`src/rtl/regfile_seq_pkg.sv`:
```
// Shared opcode encodings and FSM state type for the register-file sequencer.
package regfile_seq_pkg;

    localparam logic [2:0] OP_ADD = 3'b000;
    localparam logic [2:0] OP_SUB = 3'b001;
    localparam logic [2:0] OP_AND = 3'b010;
    localparam logic [2:0] OP_OR  = 3'b011;
    localparam logic [2:0] OP_XOR = 3'b100;
    localparam logic [2:0] OP_MOV = 3'b101;
    localparam logic [2:0] OP_LDI = 3'b110;
    localparam logic [2:0] OP_CLR = 3'b111;

    typedef enum logic [1:0] {
        ST_IDLE  = 2'd0,
        ST_READ  = 2'd1,
        ST_WB    = 2'd2,
        ST_CLEAR = 2'd3
    } state_e;

endpackage

```
`src/rtl/regfile_sequencer_if.sv`:
```
// Command handshake plus register-file address/data ports of the sequencer.
// master = sequencer side, slave = front-end and register file side.
interface regfile_sequencer_if #(
    parameter int ADDR_WIDTH = 5,
    parameter int REG_WIDTH  = 8
);
    logic                  cmd_valid;
    logic                  cmd_ready;
    logic [2:0]            cmd_op;
    logic [ADDR_WIDTH-1:0] cmd_rd;
    logic [ADDR_WIDTH-1:0] cmd_rs1;
    logic [ADDR_WIDTH-1:0] cmd_rs2;
    logic [REG_WIDTH-1:0]  cmd_imm;
    logic [ADDR_WIDTH-1:0] rf_read_1_addr;
    logic [ADDR_WIDTH-1:0] rf_read_2_addr;
    logic [REG_WIDTH-1:0]  rf_read_bus_1;
    logic [REG_WIDTH-1:0]  rf_read_bus_2;
    logic [ADDR_WIDTH-1:0] rf_write_addr;
    logic [REG_WIDTH-1:0]  rf_write_bus;
    logic                  rf_write_enabled;
    logic                  done;
    logic                  carry;
    logic                  zero;

    modport master (
        input  cmd_valid, cmd_op, cmd_rd, cmd_rs1, cmd_rs2, cmd_imm,
        input  rf_read_bus_1, rf_read_bus_2,
        output cmd_ready, rf_read_1_addr, rf_read_2_addr,
        output rf_write_addr, rf_write_bus, rf_write_enabled,
        output done, carry, zero
    );

    modport slave (
        output cmd_valid, cmd_op, cmd_rd, cmd_rs1, cmd_rs2, cmd_imm,
        output rf_read_bus_1, rf_read_bus_2,
        input  cmd_ready, rf_read_1_addr, rf_read_2_addr,
        input  rf_write_addr, rf_write_bus, rf_write_enabled,
        input  done, carry, zero
    );

endinterface

```
`src/rtl/seq_alu.sv`:
```
// Combinational ALU: (op, a, b, imm) -> (result, carry, zero), all modulo 2**REG_WIDTH.
// SUB reports borrow on carry; CLR yields a zero result and is never used for flags.
module seq_alu
    import regfile_seq_pkg::*;
#(
    parameter int REG_WIDTH = 8
) (
    input  logic [2:0]           i_op,
    input  logic [REG_WIDTH-1:0] i_a,
    input  logic [REG_WIDTH-1:0] i_b,
    input  logic [REG_WIDTH-1:0] i_imm,
    output logic [REG_WIDTH-1:0] o_result,
    output logic                 o_carry,
    output logic                 o_zero
);

    logic [REG_WIDTH:0] w_wide;

    always_comb begin
        w_wide   = '0;
        o_result = '0;
        o_carry  = 1'b0;
        case (i_op)
            OP_ADD: begin
                w_wide   = {1'b0, i_a} + {1'b0, i_b};
                o_result = w_wide[REG_WIDTH-1:0];
                o_carry  = w_wide[REG_WIDTH];
            end
            OP_SUB: begin
                // Top bit of the widened difference is the borrow (a < b unsigned).
                w_wide   = {1'b0, i_a} - {1'b0, i_b};
                o_result = w_wide[REG_WIDTH-1:0];
                o_carry  = w_wide[REG_WIDTH];
            end
            OP_AND:  o_result = i_a & i_b;
            OP_OR:   o_result = i_a | i_b;
            OP_XOR:  o_result = i_a ^ i_b;
            OP_MOV:  o_result = i_a;
            OP_LDI:  o_result = i_imm;
            default: o_result = '0;
        endcase
        o_zero = (o_result == '0);
    end

endmodule

```
`src/rtl/regfile_sequencer.sv`:
```
// Command-driven initiator for a 2R/1W register file: READ -> ALU -> single-cycle write-back, plus CLR sweep.
// Latency: ALU/MOV done in cycle 2, LDI in cycle 1, CLR in cycle N after accept; one command in flight.
module regfile_sequencer
    import regfile_seq_pkg::*;
#(
    parameter int ADDR_WIDTH = 5,
    parameter int REG_WIDTH  = 8
) (
    input  logic                clk,
    input  logic                reset,
    regfile_sequencer_if.master bus
);

    localparam logic [ADDR_WIDTH-1:0] LAST_ADDR = '1;
    localparam logic [ADDR_WIDTH-1:0] ONE_ADDR  = ADDR_WIDTH'(1);

    state_e                r_state;
    logic [2:0]            r_op;
    logic [ADDR_WIDTH-1:0] r_rd;
    logic [ADDR_WIDTH-1:0] r_rd1_addr;
    logic [ADDR_WIDTH-1:0] r_rd2_addr;
    logic [ADDR_WIDTH-1:0] r_wr_addr;
    logic [REG_WIDTH-1:0]  r_wr_bus;
    logic                  r_we;
    logic                  r_done;
    logic                  r_carry;
    logic                  r_zero;

    logic [2:0]            w_alu_op;
    logic [REG_WIDTH-1:0]  w_alu_result;
    logic                  w_alu_carry;
    logic                  w_alu_zero;

    // In IDLE the ALU evaluates the incoming command so LDI can write back on the next cycle.
    assign w_alu_op = (r_state == ST_IDLE) ? bus.cmd_op : r_op;

    seq_alu #(.REG_WIDTH(REG_WIDTH)) u_alu (
        .i_op     (w_alu_op),
        .i_a      (bus.rf_read_bus_1),
        .i_b      (bus.rf_read_bus_2),
        .i_imm    (bus.cmd_imm),
        .o_result (w_alu_result),
        .o_carry  (w_alu_carry),
        .o_zero   (w_alu_zero)
    );

    always_ff @(posedge clk) begin
        if (!reset) begin
            r_state    <= ST_IDLE;
            r_op       <= OP_ADD;
            r_rd       <= '0;
            r_rd1_addr <= '0;
            r_rd2_addr <= '0;
            r_wr_addr  <= '0;
            r_wr_bus   <= '0;
            r_we       <= 1'b0;
            r_done     <= 1'b0;
            r_carry    <= 1'b0;
            r_zero     <= 1'b0;
        end else begin
            case (r_state)
                ST_IDLE: begin
                    r_we   <= 1'b0;
                    r_done <= 1'b0;
                    if (bus.cmd_valid) begin
                        r_op <= bus.cmd_op;
                        r_rd <= bus.cmd_rd;
                        case (bus.cmd_op)
                            OP_LDI: begin
                                r_state   <= ST_WB;
                                r_wr_addr <= bus.cmd_rd;
                                r_wr_bus  <= w_alu_result;
                                r_carry   <= w_alu_carry;
                                r_zero    <= w_alu_zero;
                                r_we      <= 1'b1;
                                r_done    <= 1'b1;
                            end
                            OP_CLR: begin
                                r_state   <= ST_CLEAR;
                                r_wr_addr <= '0;
                                r_wr_bus  <= '0;
                                r_we      <= 1'b1;
                            end
                            default: begin
                                r_state    <= ST_READ;
                                r_rd1_addr <= bus.cmd_rs1;
                                r_rd2_addr <= bus.cmd_rs2;
                            end
                        endcase
                    end
                end
                ST_READ: begin
                    r_state   <= ST_WB;
                    r_wr_addr <= r_rd;
                    r_wr_bus  <= w_alu_result;
                    r_carry   <= w_alu_carry;
                    r_zero    <= w_alu_zero;
                    r_we      <= 1'b1;
                    r_done    <= 1'b1;
                end
                ST_WB: begin
                    r_state <= ST_IDLE;
                    r_we    <= 1'b0;
                    r_done  <= 1'b0;
                end
                ST_CLEAR: begin
                    // The write address register doubles as the sweep counter.
                    if (r_wr_addr == LAST_ADDR) begin
                        r_state <= ST_IDLE;
                        r_we    <= 1'b0;
                        r_done  <= 1'b0;
                    end else begin
                        r_wr_addr <= r_wr_addr + ONE_ADDR;
                        r_we      <= 1'b1;
                        r_done    <= (r_wr_addr == LAST_ADDR - ONE_ADDR);
                    end
                end
                default: begin
                    r_state <= ST_IDLE;
                    r_we    <= 1'b0;
                    r_done  <= 1'b0;
                end
            endcase
        end
    end

    assign bus.cmd_ready        = (r_state == ST_IDLE) && reset;
    assign bus.rf_read_1_addr   = r_rd1_addr;
    assign bus.rf_read_2_addr   = r_rd2_addr;
    assign bus.rf_write_addr    = r_wr_addr;
    assign bus.rf_write_bus     = r_wr_bus;
    assign bus.rf_write_enabled = r_we;
    assign bus.done             = r_done;
    assign bus.carry            = r_carry;
    assign bus.zero             = r_zero;

endmodule

```
`src/flat_wrapper.sv`:
```
// flat-port wrapper written by rule: the top's interface ports become plain ports
module regfile_sequencer_flat import regfile_seq_pkg::*;
#(
    parameter int ADDR_WIDTH = 5,
    parameter int REG_WIDTH  = 8
)
  (clk, reset, bus_cmd_valid, bus_cmd_op, bus_cmd_rd, bus_cmd_rs1, bus_cmd_rs2, bus_cmd_imm, bus_rf_read_bus_1, bus_rf_read_bus_2, bus_cmd_ready, bus_rf_read_1_addr, bus_rf_read_2_addr, bus_rf_write_addr, bus_rf_write_bus, bus_rf_write_enabled, bus_done, bus_carry, bus_zero);
  regfile_sequencer_if #(.ADDR_WIDTH(ADDR_WIDTH), .REG_WIDTH(REG_WIDTH)) bus_i ();
  input  logic clk;
  input  logic reset;
  input wire logic [$bits(bus_i.cmd_valid)-1:0] bus_cmd_valid;
  input wire logic [$bits(bus_i.cmd_op)-1:0] bus_cmd_op;
  input wire logic [$bits(bus_i.cmd_rd)-1:0] bus_cmd_rd;
  input wire logic [$bits(bus_i.cmd_rs1)-1:0] bus_cmd_rs1;
  input wire logic [$bits(bus_i.cmd_rs2)-1:0] bus_cmd_rs2;
  input wire logic [$bits(bus_i.cmd_imm)-1:0] bus_cmd_imm;
  input wire logic [$bits(bus_i.rf_read_bus_1)-1:0] bus_rf_read_bus_1;
  input wire logic [$bits(bus_i.rf_read_bus_2)-1:0] bus_rf_read_bus_2;
  output wire logic [$bits(bus_i.cmd_ready)-1:0] bus_cmd_ready;
  output wire logic [$bits(bus_i.rf_read_1_addr)-1:0] bus_rf_read_1_addr;
  output wire logic [$bits(bus_i.rf_read_2_addr)-1:0] bus_rf_read_2_addr;
  output wire logic [$bits(bus_i.rf_write_addr)-1:0] bus_rf_write_addr;
  output wire logic [$bits(bus_i.rf_write_bus)-1:0] bus_rf_write_bus;
  output wire logic [$bits(bus_i.rf_write_enabled)-1:0] bus_rf_write_enabled;
  output wire logic [$bits(bus_i.done)-1:0] bus_done;
  output wire logic [$bits(bus_i.carry)-1:0] bus_carry;
  output wire logic [$bits(bus_i.zero)-1:0] bus_zero;
  assign bus_i.cmd_valid = bus_cmd_valid;
  assign bus_i.cmd_op = bus_cmd_op;
  assign bus_i.cmd_rd = bus_cmd_rd;
  assign bus_i.cmd_rs1 = bus_cmd_rs1;
  assign bus_i.cmd_rs2 = bus_cmd_rs2;
  assign bus_i.cmd_imm = bus_cmd_imm;
  assign bus_i.rf_read_bus_1 = bus_rf_read_bus_1;
  assign bus_i.rf_read_bus_2 = bus_rf_read_bus_2;
  assign bus_cmd_ready = bus_i.cmd_ready;
  assign bus_rf_read_1_addr = bus_i.rf_read_1_addr;
  assign bus_rf_read_2_addr = bus_i.rf_read_2_addr;
  assign bus_rf_write_addr = bus_i.rf_write_addr;
  assign bus_rf_write_bus = bus_i.rf_write_bus;
  assign bus_rf_write_enabled = bus_i.rf_write_enabled;
  assign bus_done = bus_i.done;
  assign bus_carry = bus_i.carry;
  assign bus_zero = bus_i.zero;
  regfile_sequencer #(.ADDR_WIDTH(ADDR_WIDTH), .REG_WIDTH(REG_WIDTH)) u_core (.clk(clk), .reset(reset), .bus(bus_i));
endmodule
```
`config.mk`:
```
export PLATFORM = sky130hd
export DESIGN_NAME = regfile_sequencer_flat
export DESIGN_NICKNAME = d
export VERILOG_FILES = /design/src/rtl/regfile_seq_pkg.sv /design/src/rtl/regfile_sequencer_if.sv /design/src/rtl/seq_alu.sv /design/src/rtl/regfile_sequencer.sv /design/src/flat_wrapper.sv
export SDC_FILE = /design/constraint.sdc
export NUM_CORES = 1
export LEC_CHECK = 0
export ABC_AREA = 1
export CAP_MARGIN = 10
export CORE_MARGIN = 4
export CORE_UTILIZATION = 30
export CTS_CLUSTER_DIAMETER = 40
export CTS_CLUSTER_SIZE = 10
export DETAILED_ROUTE_END_ITERATION = 10
export HOLD_SLACK_MARGIN = 0.03
export SYNTH_ARGS = -nofsm -noshare
export SYNTH_HDL_FRONTEND = slang
export SYNTH_SLANG_ARGS = --single-unit
```
`constraint.sdc`:
```
create_clock -name clk -period 2.5 [get_ports clk]
set_input_delay 0.25 -clock clk [delete_from_list [all_inputs] [get_ports clk]]
set_output_delay 0.25 -clock clk [all_outputs]
set_load 0.01 [all_outputs]
```
# After elaboration in Yosys (flattened, before gate mapping)
# Cells that the tools add are included.
# word_totals
word_cells,77
out_inout_bits,28
ramBits,0
input_bits,45
register_bits,37
rom_bits,0
n_memories,0
latch_bits,0
# classes
shift,0
bitwise_logic,4
n_mul,0
magnitude_cmp,0
n_addsub,3
n_eq_ne,18
div,0
mux,28
reduce_logical,13
# op_table
cell,count
case mux 8 bit (7 select lines),1
case mux 8 bit (2 select lines),2
"equality test 3 bit, second input constant",5
case mux 5 bit (3 select lines),1
"equality test 5 bit, second input constant",2
two-way mux 1 bit,10
two-way mux 5 bit,2
case mux 5 bit (2 select lines),1
adder 8 x 8 -> 9 bit,1
AND reduction 3 bit,3
subtractor 8 x 8 -> 9 bit,1
bitwise AND 8 bit,1
zero test 8 bit,1
two-way mux 8 bit,1
OR 8 bit,1
case mux 1 bit (4 select lines),2
case mux 2 bit (4 select lines),1
bitwise XOR 8 bit,1
"equality test 3 x 2 -> 1 bit, second input constant",2
"!= test 2 bit, second input constant",3
case mux 1 bit (2 select lines),3
"adder 5 x 1 -> 5 bit, second input constant",1
"equality test 2 bit, second input constant",2
two-way mux 2 bit,2
15 further kinds,16

# Logic depth before layout (Yosys ltp)
# depth
depth_word,8
ltp_mapped,17
depth_no_buf,17

# Hierarchy
# From an unflattened synthesis, not the netlist that was laid out.
# hier_totals
cells_unflattened,528
hier_area_um2,3093.0
# by_module_without_submodules
module,n_inst,cells_per_inst,area_each_um2
regfile_sequencer,1,254,1680.4
seq_alu,1,274,1412.6

# Worst setup path before layout
# No wires, ideal clock.
# synth_timing
path_kind,input -> register
from,in bus_rf_read_bus_1[0]
to,reg u_core.r_zero (netlist: u_core.bus.zero)
arrival_time_ns,1.741
path_slack_ns,0.689
cell_stages,16
setup_ns,0.070
cell_sequence,inv_1 ha_1 fa_1 inv_1 nand3_1 nand2_1 nand2_1 nand2_1 nand2_1 nand3_1 nand3_1 nor2_1 nand2_1 nor2_1 nand2_1 a21oi_1
# synth_between
elab_chain_len,6
word_cells_on_any_way,10
cone_classes,add/sub: 2; mux: 4; bitwise: 3; reduce/logical: 1
# synth_rtl
element,line_no,rtl
start: declaration,flat_wrapper.sv:17,input wire logic [$bits(bus_i.rf_read_bus_1)-1:0] bus_rf_read_bus_1;
"subtractor 8 x 8 -> 9 bit, or another cell as far along",seq_alu.sv:31,"w_wide = {1'b0, i_a} - {1'b0, i_b};"
case mux 8 bit (7 select lines) *,seq_alu.sv:23,case (i_op)
zero test 8 bit *,seq_alu.sv:42,o_zero = (o_result == '0);
two-way mux 1 bit,regfile_sequencer.sv:68,case (bus.cmd_op)
two-way mux 1 bit,regfile_sequencer.sv:65,if (bus.cmd_valid) begin
case mux 1 bit (2 select lines) *,regfile_sequencer.sv:61,case (r_state)
end signal: assignment,regfile_sequencer.sv:74,r_zero <= w_alu_zero;
end signal: assignment,regfile_sequencer.sv:97,r_zero <= w_alu_zero;
end: declaration,regfile_sequencer.sv:27,logic r_zero;
# Mark *: on every way between the ends. The rest lies on a longest branch, timed or not. The select of a mux whose other input is x is not followed.
# A chain may end at the register's enable or synchronous reset.

# Worst setup path in the final report
# Ends and elaborated chain as after synthesis.

==> flow_summary.yaml <==
logic_synthesis:
  yosysSeqAreaShare: 0.251
  synth_top_cell_by_area: "dfxtp_1"
  yosysWarnings: 0
  yosys-top-cells-count: "110 x nand2_1, 71 x nor2_1, 66 x inv_1"
  syn_inst: 477
  yosys.area_share.simple: 0.375
  yosysMostFrequentCell: "nand2_1"
  syn_area_per_cell_um2: 6.18
  synth_top_flop_cell: "dfxtp_1"
  yosysUniqueCellTypes: 29
  syn_area_um2: 2950
  synth_top_family_by_area: "simple AND/OR/NAND/NOR gates"
  ys_top_cells_by_area: "dfxtp_1 25%, nand2_1 14%, ha_1 11%"
  synth-adder-area-share: 0.128
  synth_compound_area_frac: 0.135
  async_reset_ff_frac: 0
  synth.area.mux_share: 0
  synth-edff-count: 0
  ys_ff_latch: 37
  synth_xor_area_frac: 0.00594
  syn-num-nets: 551
  synth_top_area_share: 0.251
drt:
  drt_iter0_drc: 178
  dr.pass1.iters: 5
  drt-total-wl_um: 9080
  antenna_left: 0
  num_vias: 3282
  detail_route.vias_per_cell: 4.79
  wire_per_inst_um: 13.3
  drcViolationCount: 0
timing:
  worst_slack_ps: 265
  worst_pin_slew_ps: 562
  finalCritPeriodShare: 0.894
  whs_ps: 468
  relSlewSlack: 0.624
  rsz0062_at_grt: "no"
  slew_viol_final: 0
  hold_viol: 0
  tns_ps: 0
  finalCriticalPeriod_ps: 2230
  fmax_ghz: 0.447
  clock_skew_ps: 7.54
  setup_viol: 0
final_layout:
  multiInputGateArea_um2: 1900
  seq_area_um2: 741
  stdcell_area_um2: 3940
  layout-drive-gt1-share: 0.0629
  areaGrowthSynthToFinish_pct: 33.7
  num-nets-final: 629
  diodes: 0
  fillers: 987
critical_path:
  cp_max_fo: 3
  cp.buffers_inverters: 3
  start_kind: "input port"
  endpoint_kind: "flip-flop"
  cp_common_cell: "nand2_1"
  critical_path.max_stage_delay_ps: 490
  cp.required_ps: 2720
  cpMaxStageDelayCell: "clkdlybuf4s50_1"
  path_class: "input port to flip-flop"
  crit_family: "simple AND/OR/NAND/NOR gates"
  arrival_ps: 2460
  path_cells: "clkdlybuf4s50_1, inv_1, ha_1, fa_1, inv_1, nand3_1, nand2_1, nand2_1, nand2_1, nand2_1, nand3_1, nand3_1, nor2_1, nand2_1, nor2_1, nand2_1, a21oi_1"
clocking:
  clock_latency_ps: 280
  path_clk_slew_ps: 70
  clockBufferDepth: 2
  post_cts_buffers: 0
  cts_root_buf: "clkbuf_8"
  cts.sinks: 37
  cts_tree: "done"
  h-tree-depth: 2
  cts_inserted_buffers: 5
global_route:
  grt_pass1_wl_um: 14700
  grt_max_degree: 24
  gr-total-overflow: 0
  track_usage: 0.157
  first_global_vias: 3075
  antenna_found_initial: 0
pwr:
  p_comb_frac: 0.415
  clkPwrFrac: 0.214
  peakVddDrop_mv: 0.202
  p_total_mw: 1.85
  p_switching_uw: 691
  p_int_mw: 1.16
  sequentialPowerShare: 0.372
  power.density_nw_per_um2: 471
  switching_share: 0.373
  leakagePower_nw: 1.88
placed_design:
  gp_congestion: 0.864
  placed_area_um2: 3860
  pre_cts_ws_ps: -11.7
  io_buffer_count: 72
  dpl.hpwl_um: 7300
floorplanning:
  die_height_um: 107
  ios: 73
  die_x_um: 107
  core_um2: 9420
  start_util: 0.313
  row_count: 35
  dieArea_um2: 11500
outcome:
  outcome: "completed"
min_path:
  min_path_type: "flip-flop to flip-flop"
job:
  maxCapViolCount: 0
## through the flow
step                instances   util
finish                    685  0.419
global route              685  0.419
CTS                       685  0.418
detailed placement        677  0.410
global placement          677  0.410
floorplan                 477      -
## sequential cells by signal, summed over array words and instances, names as in the netlist
register and cells:
u_core.bus.carry 1, u_core.bus.done 1, u_core.bus.rf_read_1_addr 5, u_core.bus.rf_read_2_addr 5, u_core.bus.rf_write_addr 5, u_core.bus.rf_write_bus 8, u_core.bus.rf_write_enabled 1, u_core.bus.zero 1
u_core.r_op 3, u_core.r_rd 5, u_core.r_state 2
## per-layer routing
| layer | GRT usage | routed length [um] | vias up |
|---|---|---|---|
| li1 | - | - | 1681 |
| met1 | 0.219 | 4270 | 1493 |
| met2 | 0.249 | 4090 | 102 |
| met3 | 0.0367 | 642 | 6 |
| met4 | 0.0265 | 74 | 0 |
| met5 | 0 | 0 | - |
## kinds of logic after synthesis
group | after synthesis
and+or+nand+nor | 258
xor gates and xnor gates | 2
adders and majority gates | 29
AOI/OAI and AO/OA | 72
buffers and inverters | 79
DFF | 37
## layout make-up
class | instances | area share
inverters | 67 | 0.0638
clock inverters | 2 | 0.00254
repair buffers | 83 | 0.204
flip-flops and latches | 37 | 0.188
clock buffers | 6 | 0.0184
multi-input cells | 361 | 0.483
well taps | 129 | 0.0410
## repair_timing
action | in CTS | in global routing
endpoints found under the setup margin | 0 | 1
hold buffers | 0 | 0
gates resized for setup | 0 | 1
## tightest hold or removal path, stage by stage, from the launching register on
cell	delay (ps)
dfxtp_1	300
inv_1	60
a21oi_1	60
## power by group through the flow
| stage | clock network [mW] | registers [mW] | logic [mW] |
|---|---|---|---|
| floorplan | 0 | 0.715 | 0.429 |
| global placement | 0 | 0.702 | 0.761 |
| detailed placement | 0 | 0.702 | 0.765 |
| CTS | 0.410 | 0.690 | 0.769 |
| global route | 0.432 | 0.700 | 0.857 |
| finish | 0.396 | 0.690 | 0.769 |
## final timing paths
path | start | endpoint | slack, ps | cells after the start
worst min-delay path | u_core.r_rd[2] | u_core.r_rd[2] | 470 | 2
worst max register to register | u_core.r_state[1] | u_core.bus.zero | 430 | 12
worst min register to register | u_core.r_rd[2] | u_core.r_rd[2] | 470 | 2
worst max-delay path | bus_rf_read_bus_1[0] | u_core.bus.zero | 270 | 17
## cell usage in the layout (no fill, tap or decap), types with 2 or more instances in the layout
cell	instances
inv_1	66
clkbuf_8	5
nand4_1	8
nor2_2	6
a221oi_1	2
clkinv_2	2
nand3_1	44
nand2_2	4
xor2_1	2
nand2_1	110
nor2_1	71
ha_1	26
clkdlybuf4s50_1	72
o211ai_1	3
buf_4	11
fa_1	2
dfxtp_1	37
nor3_1	11
a21oi_1	32
o21ai_0	29
o21ai_1	2
(Power assumes the default switching activity.)
